`src/rtl/alu_phase_sequencer_pkg.sv`:
```
// Shared constants for the group-3 ALU phase sequencer: state encodings,
// decoder register-sequencing codes, the ALU group code and the default fetch timeout.
package alu_phase_sequencer_pkg;

  typedef enum logic [2:0] {
    ST_IDLE    = 3'd0,
    ST_FETCH   = 3'd1,
    ST_DECODE  = 3'd2,
    ST_EXECUTE = 3'd3,
    ST_COMMIT  = 3'd4,
    ST_FAULT   = 3'd5
  } state_t;

  localparam logic [2:0] REG_SEQX_NONE    = 3'd0;
  localparam logic [2:0] REG_SEQX_LDA_RDB = 3'd1;
  localparam logic [2:0] REG_SEQX_LDA_IMM = 3'd2;

  localparam logic [1:0] GRP_ALU = 2'b11;

  localparam int FETCH_TIMEOUT_DEF = 15;

  function automatic logic is_alu_grp(input logic [15:0] ir);
    return ir[15:14] == GRP_ALU;
  endfunction

endpackage

```
`src/rtl/alu_phase_sequencer_if.sv`:
```
// Handshake/bus bundle between the phase sequencer (slave) and the memory,
// decoder and ALU side that drives it (master).
interface alu_phase_sequencer_if;
  logic        START;
  logic [15:0] MEM_DATA;
  logic        MEM_ACK;
  logic [2:0]  REG_SEQX;
  logic        CCL_LD_X;
  logic        ALU_BUSY;
  logic        CLEAR_FAULT;

  logic        MEM_REQ;
  logic [15:0] IR;
  logic        FETCH;
  logic        DECODE;
  logic        EXECUTE;
  logic        COMMIT;
  logic        REGA_WE;
  logic        CCL_LATCH;
  logic        BUSY;
  logic        DONE;
  logic        ILLEGAL;
  logic        FAULT;

  modport master (
    output START, MEM_DATA, MEM_ACK, REG_SEQX, CCL_LD_X, ALU_BUSY, CLEAR_FAULT,
    input  MEM_REQ, IR, FETCH, DECODE, EXECUTE, COMMIT, REGA_WE, CCL_LATCH,
           BUSY, DONE, ILLEGAL, FAULT
  );

  modport slave (
    input  START, MEM_DATA, MEM_ACK, REG_SEQX, CCL_LD_X, ALU_BUSY, CLEAR_FAULT,
    output MEM_REQ, IR, FETCH, DECODE, EXECUTE, COMMIT, REGA_WE, CCL_LATCH,
           BUSY, DONE, ILLEGAL, FAULT
  );
endinterface

```
`src/rtl/alu_phase_sequencer_fetch_timeout_counter.sv`:
```
// Counts FETCH cycles without MEM_ACK; tc flags the cycle that would make
// the count reach LIMIT, so the FSM can leave FETCH on that same edge.
module fetch_timeout_counter #(
  parameter int LIMIT = 15,
  parameter int W     = 8
) (
  input  logic clk,
  input  logic rst,
  input  logic en,
  input  logic clr,
  output logic tc
);

  logic [W-1:0] cnt;

  always_ff @(posedge clk or posedge rst) begin
    if (rst)      cnt <= '0;
    else if (clr) cnt <= '0;
    else if (en)  cnt <= cnt + 1'b1;
  end

  assign tc = en && (cnt == W'(LIMIT - 1));

endmodule

```
`src/rtl/alu_phase_sequencer.sv`:
```
// Multi-cycle FETCH/DECODE/EXECUTE/COMMIT controller for group-3 ALU instructions.
// Define ALU_STALL_EN to hold EXECUTE while ALU_BUSY is high; otherwise ALU_BUSY is ignored.
module alu_phase_sequencer
  import alu_phase_sequencer_pkg::*;
#(
  parameter int FETCH_TIMEOUT = FETCH_TIMEOUT_DEF,
  parameter int TO_W          = 8
) (
  input  logic                  CLK,
  input  logic                  RESET,
  alu_phase_sequencer_if.slave  bus
);

  state_t      state;
  logic [15:0] ir;
  logic        rega_we, ccl_latch, done, illegal;
  logic        to_en, to_clr, to_tc;
  logic        exec_ok;

`ifdef ALU_STALL_EN
  assign exec_ok = !bus.ALU_BUSY;
`else
  logic alu_busy_unused;
  assign alu_busy_unused = bus.ALU_BUSY;
  assign exec_ok = 1'b1;
`endif

  // Counter only runs while FETCH waits; any exit from FETCH rearms it.
  assign to_en  = (state == ST_FETCH) && !bus.MEM_ACK;
  assign to_clr = (state != ST_FETCH) || bus.MEM_ACK || to_tc;

  fetch_timeout_counter #(
    .LIMIT (FETCH_TIMEOUT),
    .W     (TO_W)
  ) u_to (
    .clk (CLK),
    .rst (RESET),
    .en  (to_en),
    .clr (to_clr),
    .tc  (to_tc)
  );

  always_ff @(posedge CLK or posedge RESET) begin
    if (RESET) begin
      state     <= ST_IDLE;
      ir        <= '0;
      rega_we   <= 1'b0;
      ccl_latch <= 1'b0;
      done      <= 1'b0;
      illegal   <= 1'b0;
    end else begin
      rega_we   <= 1'b0;
      ccl_latch <= 1'b0;
      done      <= 1'b0;
      illegal   <= 1'b0;
      case (state)
        ST_IDLE:    if (bus.START) state <= ST_FETCH;
        ST_FETCH: begin
          if (bus.MEM_ACK) begin
            ir    <= bus.MEM_DATA;
            state <= ST_DECODE;
          end else if (to_tc) begin
            state <= ST_FAULT;
          end
        end
        ST_DECODE:  state <= ST_EXECUTE;
        ST_EXECUTE: begin
          // Commit strobes are registered on entry so they are clean for the COMMIT cycle.
          if (exec_ok) begin
            state     <= ST_COMMIT;
            done      <= 1'b1;
            rega_we   <= is_alu_grp(ir) && (bus.REG_SEQX != REG_SEQX_NONE);
            ccl_latch <= is_alu_grp(ir) && bus.CCL_LD_X;
            illegal   <= !is_alu_grp(ir);
          end
        end
        ST_COMMIT:  state <= bus.START ? ST_FETCH : ST_IDLE;
        ST_FAULT:   if (bus.CLEAR_FAULT) state <= ST_IDLE;
        default:    state <= ST_IDLE;
      endcase
    end
  end

  assign bus.MEM_REQ   = (state == ST_FETCH);
  assign bus.FETCH     = (state == ST_FETCH);
  assign bus.DECODE    = (state == ST_DECODE);
  assign bus.EXECUTE   = (state == ST_EXECUTE);
  assign bus.COMMIT    = (state == ST_COMMIT);
  assign bus.BUSY      = (state != ST_IDLE) && (state != ST_FAULT);
  assign bus.FAULT     = (state == ST_FAULT);
  assign bus.IR        = ir;
  assign bus.REGA_WE   = rega_we;
  assign bus.CCL_LATCH = ccl_latch;
  assign bus.DONE      = done;
  assign bus.ILLEGAL   = illegal;

endmodule

```
`src/flat_wrapper.sv`:
```
// flat-port wrapper written by rule: the top's interface ports become plain ports
module alu_phase_sequencer_flat import alu_phase_sequencer_pkg::*;
#(
  parameter int FETCH_TIMEOUT = FETCH_TIMEOUT_DEF,
  parameter int TO_W          = 8
)
  (CLK, RESET, bus_START, bus_MEM_DATA, bus_MEM_ACK, bus_REG_SEQX, bus_CCL_LD_X, bus_ALU_BUSY, bus_CLEAR_FAULT, bus_MEM_REQ, bus_IR, bus_FETCH, bus_DECODE, bus_EXECUTE, bus_COMMIT, bus_REGA_WE, bus_CCL_LATCH, bus_BUSY, bus_DONE, bus_ILLEGAL, bus_FAULT);
  alu_phase_sequencer_if bus_i ();
  input  logic CLK;
  input  logic RESET;
  input wire logic [$bits(bus_i.START)-1:0] bus_START;
  input wire logic [$bits(bus_i.MEM_DATA)-1:0] bus_MEM_DATA;
  input wire logic [$bits(bus_i.MEM_ACK)-1:0] bus_MEM_ACK;
  input wire logic [$bits(bus_i.REG_SEQX)-1:0] bus_REG_SEQX;
  input wire logic [$bits(bus_i.CCL_LD_X)-1:0] bus_CCL_LD_X;
  input wire logic [$bits(bus_i.ALU_BUSY)-1:0] bus_ALU_BUSY;
  input wire logic [$bits(bus_i.CLEAR_FAULT)-1:0] bus_CLEAR_FAULT;
  output wire logic [$bits(bus_i.MEM_REQ)-1:0] bus_MEM_REQ;
  output wire logic [$bits(bus_i.IR)-1:0] bus_IR;
  output wire logic [$bits(bus_i.FETCH)-1:0] bus_FETCH;
  output wire logic [$bits(bus_i.DECODE)-1:0] bus_DECODE;
  output wire logic [$bits(bus_i.EXECUTE)-1:0] bus_EXECUTE;
  output wire logic [$bits(bus_i.COMMIT)-1:0] bus_COMMIT;
  output wire logic [$bits(bus_i.REGA_WE)-1:0] bus_REGA_WE;
  output wire logic [$bits(bus_i.CCL_LATCH)-1:0] bus_CCL_LATCH;
  output wire logic [$bits(bus_i.BUSY)-1:0] bus_BUSY;
  output wire logic [$bits(bus_i.DONE)-1:0] bus_DONE;
  output wire logic [$bits(bus_i.ILLEGAL)-1:0] bus_ILLEGAL;
  output wire logic [$bits(bus_i.FAULT)-1:0] bus_FAULT;
  assign bus_i.START = bus_START;
  assign bus_i.MEM_DATA = bus_MEM_DATA;
  assign bus_i.MEM_ACK = bus_MEM_ACK;
  assign bus_i.REG_SEQX = bus_REG_SEQX;
  assign bus_i.CCL_LD_X = bus_CCL_LD_X;
  assign bus_i.ALU_BUSY = bus_ALU_BUSY;
  assign bus_i.CLEAR_FAULT = bus_CLEAR_FAULT;
  assign bus_MEM_REQ = bus_i.MEM_REQ;
  assign bus_IR = bus_i.IR;
  assign bus_FETCH = bus_i.FETCH;
  assign bus_DECODE = bus_i.DECODE;
  assign bus_EXECUTE = bus_i.EXECUTE;
  assign bus_COMMIT = bus_i.COMMIT;
  assign bus_REGA_WE = bus_i.REGA_WE;
  assign bus_CCL_LATCH = bus_i.CCL_LATCH;
  assign bus_BUSY = bus_i.BUSY;
  assign bus_DONE = bus_i.DONE;
  assign bus_ILLEGAL = bus_i.ILLEGAL;
  assign bus_FAULT = bus_i.FAULT;
  alu_phase_sequencer #(.FETCH_TIMEOUT(FETCH_TIMEOUT), .TO_W(TO_W)) u_core (.CLK(CLK), .RESET(RESET), .bus(bus_i));
endmodule
```
`config.mk`:
```
export PLATFORM = sky130hd
export DESIGN_NAME = alu_phase_sequencer_flat
export DESIGN_NICKNAME = d
export VERILOG_FILES = /design/src/rtl/alu_phase_sequencer_pkg.sv /design/src/rtl/alu_phase_sequencer_if.sv /design/src/rtl/alu_phase_sequencer_fetch_timeout_counter.sv /design/src/rtl/alu_phase_sequencer.sv /design/src/flat_wrapper.sv
export SDC_FILE = /design/constraint.sdc
export NUM_CORES = 1
export LEC_CHECK = 0
export CORE_MARGIN = 2
export CORE_UTILIZATION = 40
export CTS_CLUSTER_SIZE = 25
export DETAILED_ROUTE_END_ITERATION = 10
export GPL_TIMING_DRIVEN = 0
export PLACE_DENSITY_LB_ADDON = 0.05
export SLEW_MARGIN = 20
export SYNTH_ARGS = -nofsm -noshare
export SYNTH_HDL_FRONTEND = slang
export SYNTH_SLANG_ARGS = --single-unit
export TNS_END_PERCENT = 1
```
`constraint.sdc`:
```
create_clock -name CLK -period 2.6 [get_ports CLK]
set_input_delay 0.39 -clock CLK [delete_from_list [all_inputs] [get_ports CLK]]
set_output_delay 0.39 -clock CLK [all_outputs]
set_load 0.005 [all_outputs]
```
Word-level counts from Yosys, hierarchy flattened
Index checks and enable logic that the tools add are counted.
Storage, ports and cells
  flip-flop bits (word level): 31
  bits in latches: 0
  memory bits (writable): 0
  memory bits (read-only): 0
  input bits: 26
  output and inout port bits: 27
  word-level logic and storage cells: 47
  memories: 0
Cells by class
  add/subtract/negate cells: 1
  multiply operators: 0
  divide/modulo/power cells: 0
  order comparisons: 0
  eq/ne operators: 12
  shift-type cells: 0
  multiplexer cells: 12
  bitwise operators: 0
  reductions and logical operators: 15
Operator list (count)
  3-bit one-hot mux with 6 select lines: 1
  8-bit two-way mux: 2
  3-bit two-way mux: 4
  8-bit by 1-bit adder with 8-bit output (second input constant): 1
  8-bit by 4-bit equality test with 1-bit output (second input constant): 1
  3-bit by 2-bit equality test with 1-bit output (second input constant): 2
  3-bit equality test (second input constant): 2
  3-bit nonzero test: 2
  1-bit logical AND: 5
  1-bit two-way mux: 5
  2-bit inequality test (second input constant): 2
  3-bit by 1-bit equality test with 1-bit output (second input constant): 1
  3-bit zero test: 1
  3-bit by 1-bit inequality test with 1-bit output (second input constant): 1
  3-bit by 2-bit inequality test with 1-bit output (second input constant): 1
  3-bit inequality test (second input constant): 1
  3-bit AND reduction: 1
  2-bit equality test (second input constant): 1
  1-bit zero test: 2
  1-bit logical OR: 2
  2-bit AND reduction: 1
  2-bit nonzero test: 1

Depth between registers and ports, before layout
  depth in word-level cells: 6
  depth in mapped cells: 6
  mapped depth without buffers: 6

By module
Synthesis repeated with hierarchy kept, for this count alone.
Second synthesis, totals
  cells, all modules: 114
  area total of the unflattened synthesis: 1445.1 um^2
Modules (own cells, without submodules)
  alu_phase_sequencer: instances 1, cells each 71, area each 1019.7 um^2, seq. area each 575.6 um^2
  fetch_timeout_counter: instances 1, cells each 43, area each 425.4 um^2, seq. area each 200.2 um^2

Least setup slack after synthesis
Ideal clock, no wire load.
  path kind: register -> register
  from: reg u_core.u_to.cnt[0]
  to: reg u_core.state[0]
  library setup time: 0.125 ns
  arrival: 1.809 ns
  data required time: 2.475 ns
  slack: 0.666 ns
  stages on the path, launching flop included: 7
  buffers on the path: 0
  clock period less this slack: 1.934 ns
  path through: dfrtp_1 -> inv_1 -> ha_1 -> or4b_4 -> o311ai_4 -> o21ai_2 -> mux2_4
Between the ends
  cells in the longest elaborated chain, start to end: 4
RTL lines
  start, declared: line alu_phase_sequencer_fetch_timeout_counter.sv:14  | logic [W-1:0] cnt;
  start signal, assigned: line alu_phase_sequencer_fetch_timeout_counter.sv:19  | else if (en) cnt <= cnt + 1'b1;
  8-bit by 4-bit equality test with 1-bit output: line alu_phase_sequencer_fetch_timeout_counter.sv:22  | assign tc = en && (cnt == W'(LIMIT - 1));
  1-bit logical AND: line alu_phase_sequencer_fetch_timeout_counter.sv:22
  3-bit by 2-bit inequality test with 1-bit output (no line)
  3-bit AND reduction (no line)
  end signal, assigned: line alu_phase_sequencer.sv:77  | ST_COMMIT: state <= bus.START ? ST_FETCH : ST_IDLE;
  end, declared: line alu_phase_sequencer.sv:14  | state_t state;
Every way passes these cells.
A chain may end at the register's enable or synchronous reset.

Final worst setup path
  from: reg u_core.state[1]
  to: out bus_MEM_REQ
Between the ends
  cells in the longest elaborated chain, start to end: 1
RTL lines
  3-bit by 1-bit equality test with 1-bit output: line alu_phase_sequencer.sv:84  | assign bus.MEM_REQ = (state == ST_FETCH);
  end, declared: line flat_wrapper.sv:18  | output wire logic [$bits(bus_i.MEM_REQ)-1:0] bus_MEM_REQ;
Every way passes these cells.

==> results.tsv <==
metric	value	unit
maximum vdd drop	447	µV
Port Buffer Count	51	
ANT nets after route	0	
r2r setup slk	520	ps
Hold Vio Cnt, Final	0	
clk slew on worst S/H paths	100	ps
Worst EP arrival	1900	ps
CTS tree	done	
worst skew pair latency	330	ps
worst-case clock buffer depth	2	
die extent in y	62.5	µm
fraction of registers with async set or reset after synthesis	100	%
sequential area share after synthesis	56.7	%
Clock Sinks	31	
H-Tree Level Count	2	
syn_area_per_cell	12.3	µm²
Ports	53	
Synth area leader	dfrtp_1	
setup violators final	0	
Setup crit end	bus_MEM_REQ	
final wirelength	2860	µm
Die X	62.5	µm
Slew @ Worst Pin	641	ps
DP HPWL	2070	µm
Fin Hold WS	461	ps
Post-Route Skew	12.9	ps
status	complete, no violations	
die area	3900	µm²
core outline area	3310	µm²
# DRC	0	
Worst slew margin	57.2	%
wire per inst	13.3	µm
Finished Cell Area	1990	µm²
placed cell areas	1940	µm²
period utilisation layout	88.1	%
layout cell share with drive strength beyond 1	20.0	%
Layout area overhead	45.2	%
gr usage total	16.3	%
leakage dissipation	0.861	nW
first-pass GRT wire length	4830	µm
Yosys warning count	0	
EDFF count, synth	0	
initial antenna violation count	0	
max incr delay on CP	480	ps
setup tns final	0	ps
Synth top area share	56.7	%
Vias/cell	4.76	
Critical path origin	u_core.state[1]	
r2r worst-path depth	6	
total grt overflow	0	
Post-CTS Hold Fix Bufs	0	
largest net degree at the start of global routing	32	
Netlist cell types	29	
Crit-path slowest cell	clkdlybuf4s50_1	
postcts setup bufs	0	
Root Driver	clkbuf_4	
Hold Path Class	in2async	
RR Startpoint	u_core.u_to.cnt[0]	
Num CTS Buffers	5	
crit path cell chain	nor3b_2 -> buf_4 -> clkdlybuf4s50_1	
Std-Cell Rows	21	
initial core utilization	41.3	%
Reg-to-Reg End	u_core.state[0]	
vias in the first global route	1028	
critical-path maximum fanout	7	
initial drt markers	112	
GP Congestion	0.772	
Setup CP Type	reg2out	
Vias	1029	
final core occ	60.0	%
ys flop type	dfrtp_1	
RSZ-0062 raised after global routing	no	
P per Cell Area	985	nW/µm²
Netlist Area Pre-Place	1370	µm²
CP required	2210	ps
syn nets	139	
post-cts gate resize count	0	
Final Total Pwr	0.00196	W
drt pass-1 iters	2	
flops & latches, synth	31	
Antenna Cells	0	
Mapped Cells	111	
CP startpoint kind	flop	
fmax	0.437	GHz
fin. max-slew vios	0	
Critical Path Sink Type	output pin	
crit path time final	2290	ps
Synth area leaders	dfrtp_1 57%, mux2_2 13%, nor2_1 2.7%, inv_1 1.9%, o311ai_4 1.9%	
# nets final	197	
max-cap violation count	0	
[cells in the final DEF (no fill, tap or decap), types with 2 or more instances in the layout]
cell type | synthesis | final
and3_1 | 4 | 4
ha_1 | 2 | 2
nand2_1 | 6 | 6
inv_1 | 7 | 6
clkdlybuf4s50_1 | 0 | 51
and2_1 | 2 | 2
mux2_2 | 16 | 16
o21ai_0 | 3 | 3
or2_2 | 2 | 2
clkbuf_1 | 0 | 2
nand3_1 | 4 | 4
dfrtp_1 | 31 | 31
buf_2 | 2 | 2
a21oi_1 | 4 | 4
xor2_1 | 3 | 3
nor2_1 | 10 | 10
clkbuf_4 | 0 | 5
[critical path, delay by kind of cell (launching register included)]
kind / cells / cell delay [ps]
and+or+nand+nor: 1 / 440
buffers and inverters: 2 / 660
DFF: 1 / 470
[through the flow]
step                setup WS [ps]  instances
floorplan                     666        111
global placement              528        208
detailed placement            515        208
CTS                           309        216
global route                  220        216
finish                        311        216
[Yosys cell counts (all sizes together), types with 2 or more instances]
library cell and number:
a21oi 4, and2 2, and3 4, buf 3
dfrtp 31, ha 2, inv 7, mux2 17
nand2 6, nand3 4, nor2 10, nor3b 2
o21ai 4, or2 2, xor2 3
[sequential cells by signal, summed over array words and instances, names as in the netlist]
signal,count
u_core.bus.CCL_LATCH,1
u_core.bus.ILLEGAL,1
u_core.bus.REGA_WE,1
u_core.u_to.cnt,8
u_core.bus.DONE,1
u_core.bus.IR,16
u_core.state,3
[cell type report]
cell class | instances | area [µm²]
inverter | 7 | 26.3
sequential | 31 | 776
fill | 314 | 1330
tap | 46 | 57.6
clock inverter | 1 | 5.00
buffer | 3 | 17.5
clock buffer | 7 | 45.0
timing repair buffer | 51 | 510
multi-input combinational | 70 | 548
[power by group]
group | leakage, nW | switching [W] | total [W] | internal [W]
clock network | 0.0293 | 0.000162 | 0.000268 | 0.000105
registers | 0.391 | 0.000125 | 0.000778 | 0.000653
logic | 0.440 | 0.000304 | 0.000910 | 0.000606
total | 0.861 | 0.000591 | 0.00196 | 0.00136
[worst min-delay path by stage]
stage | slack, ps | start | end
CTS | 480 | RESET | u_core.u_to.cnt[7]
global placement | 490 | u_core.bus.IR[15] | u_core.bus.ILLEGAL
global route | 510 | RESET | u_core.u_to.cnt[7]
finish | 460 | RESET | u_core.bus.IR[8]
detailed placement | 500 | u_core.bus.IR[15] | u_core.bus.ILLEGAL
floorplan | 480 | u_core.bus.IR[14] | u_core.bus.ILLEGAL
[layer usage]
layer | wire length, µm | track usage, % | up-vias
met5 | 0 | 0 | -
met4 | 59 | 9.17 | 0
met3 | 203 | 5.77 | 7
met2 | 1360 | 24.7 | 37
met1 | 1240 | 20.2 | 490
li1 | - | - | 495
[cell families (layout without fill, tap and decap cells)]
logic type               after synthesis  count (layout)  synth area share (%)
AND/OR/NAND/NOR                       33              33                  13.1
AO/OA/AOI/OAI                         14              14                  8.33
XOR/XNOR                               4               4                  2.56
buffers and inverters                 10              69                  3.20
multiplexers                          17              17                  14.3
flip-flops                            31              31                  56.7
adder cells (fa/ha/maj)                2               2                  1.83
Note: power is estimated with default switching activity, not from simulation.
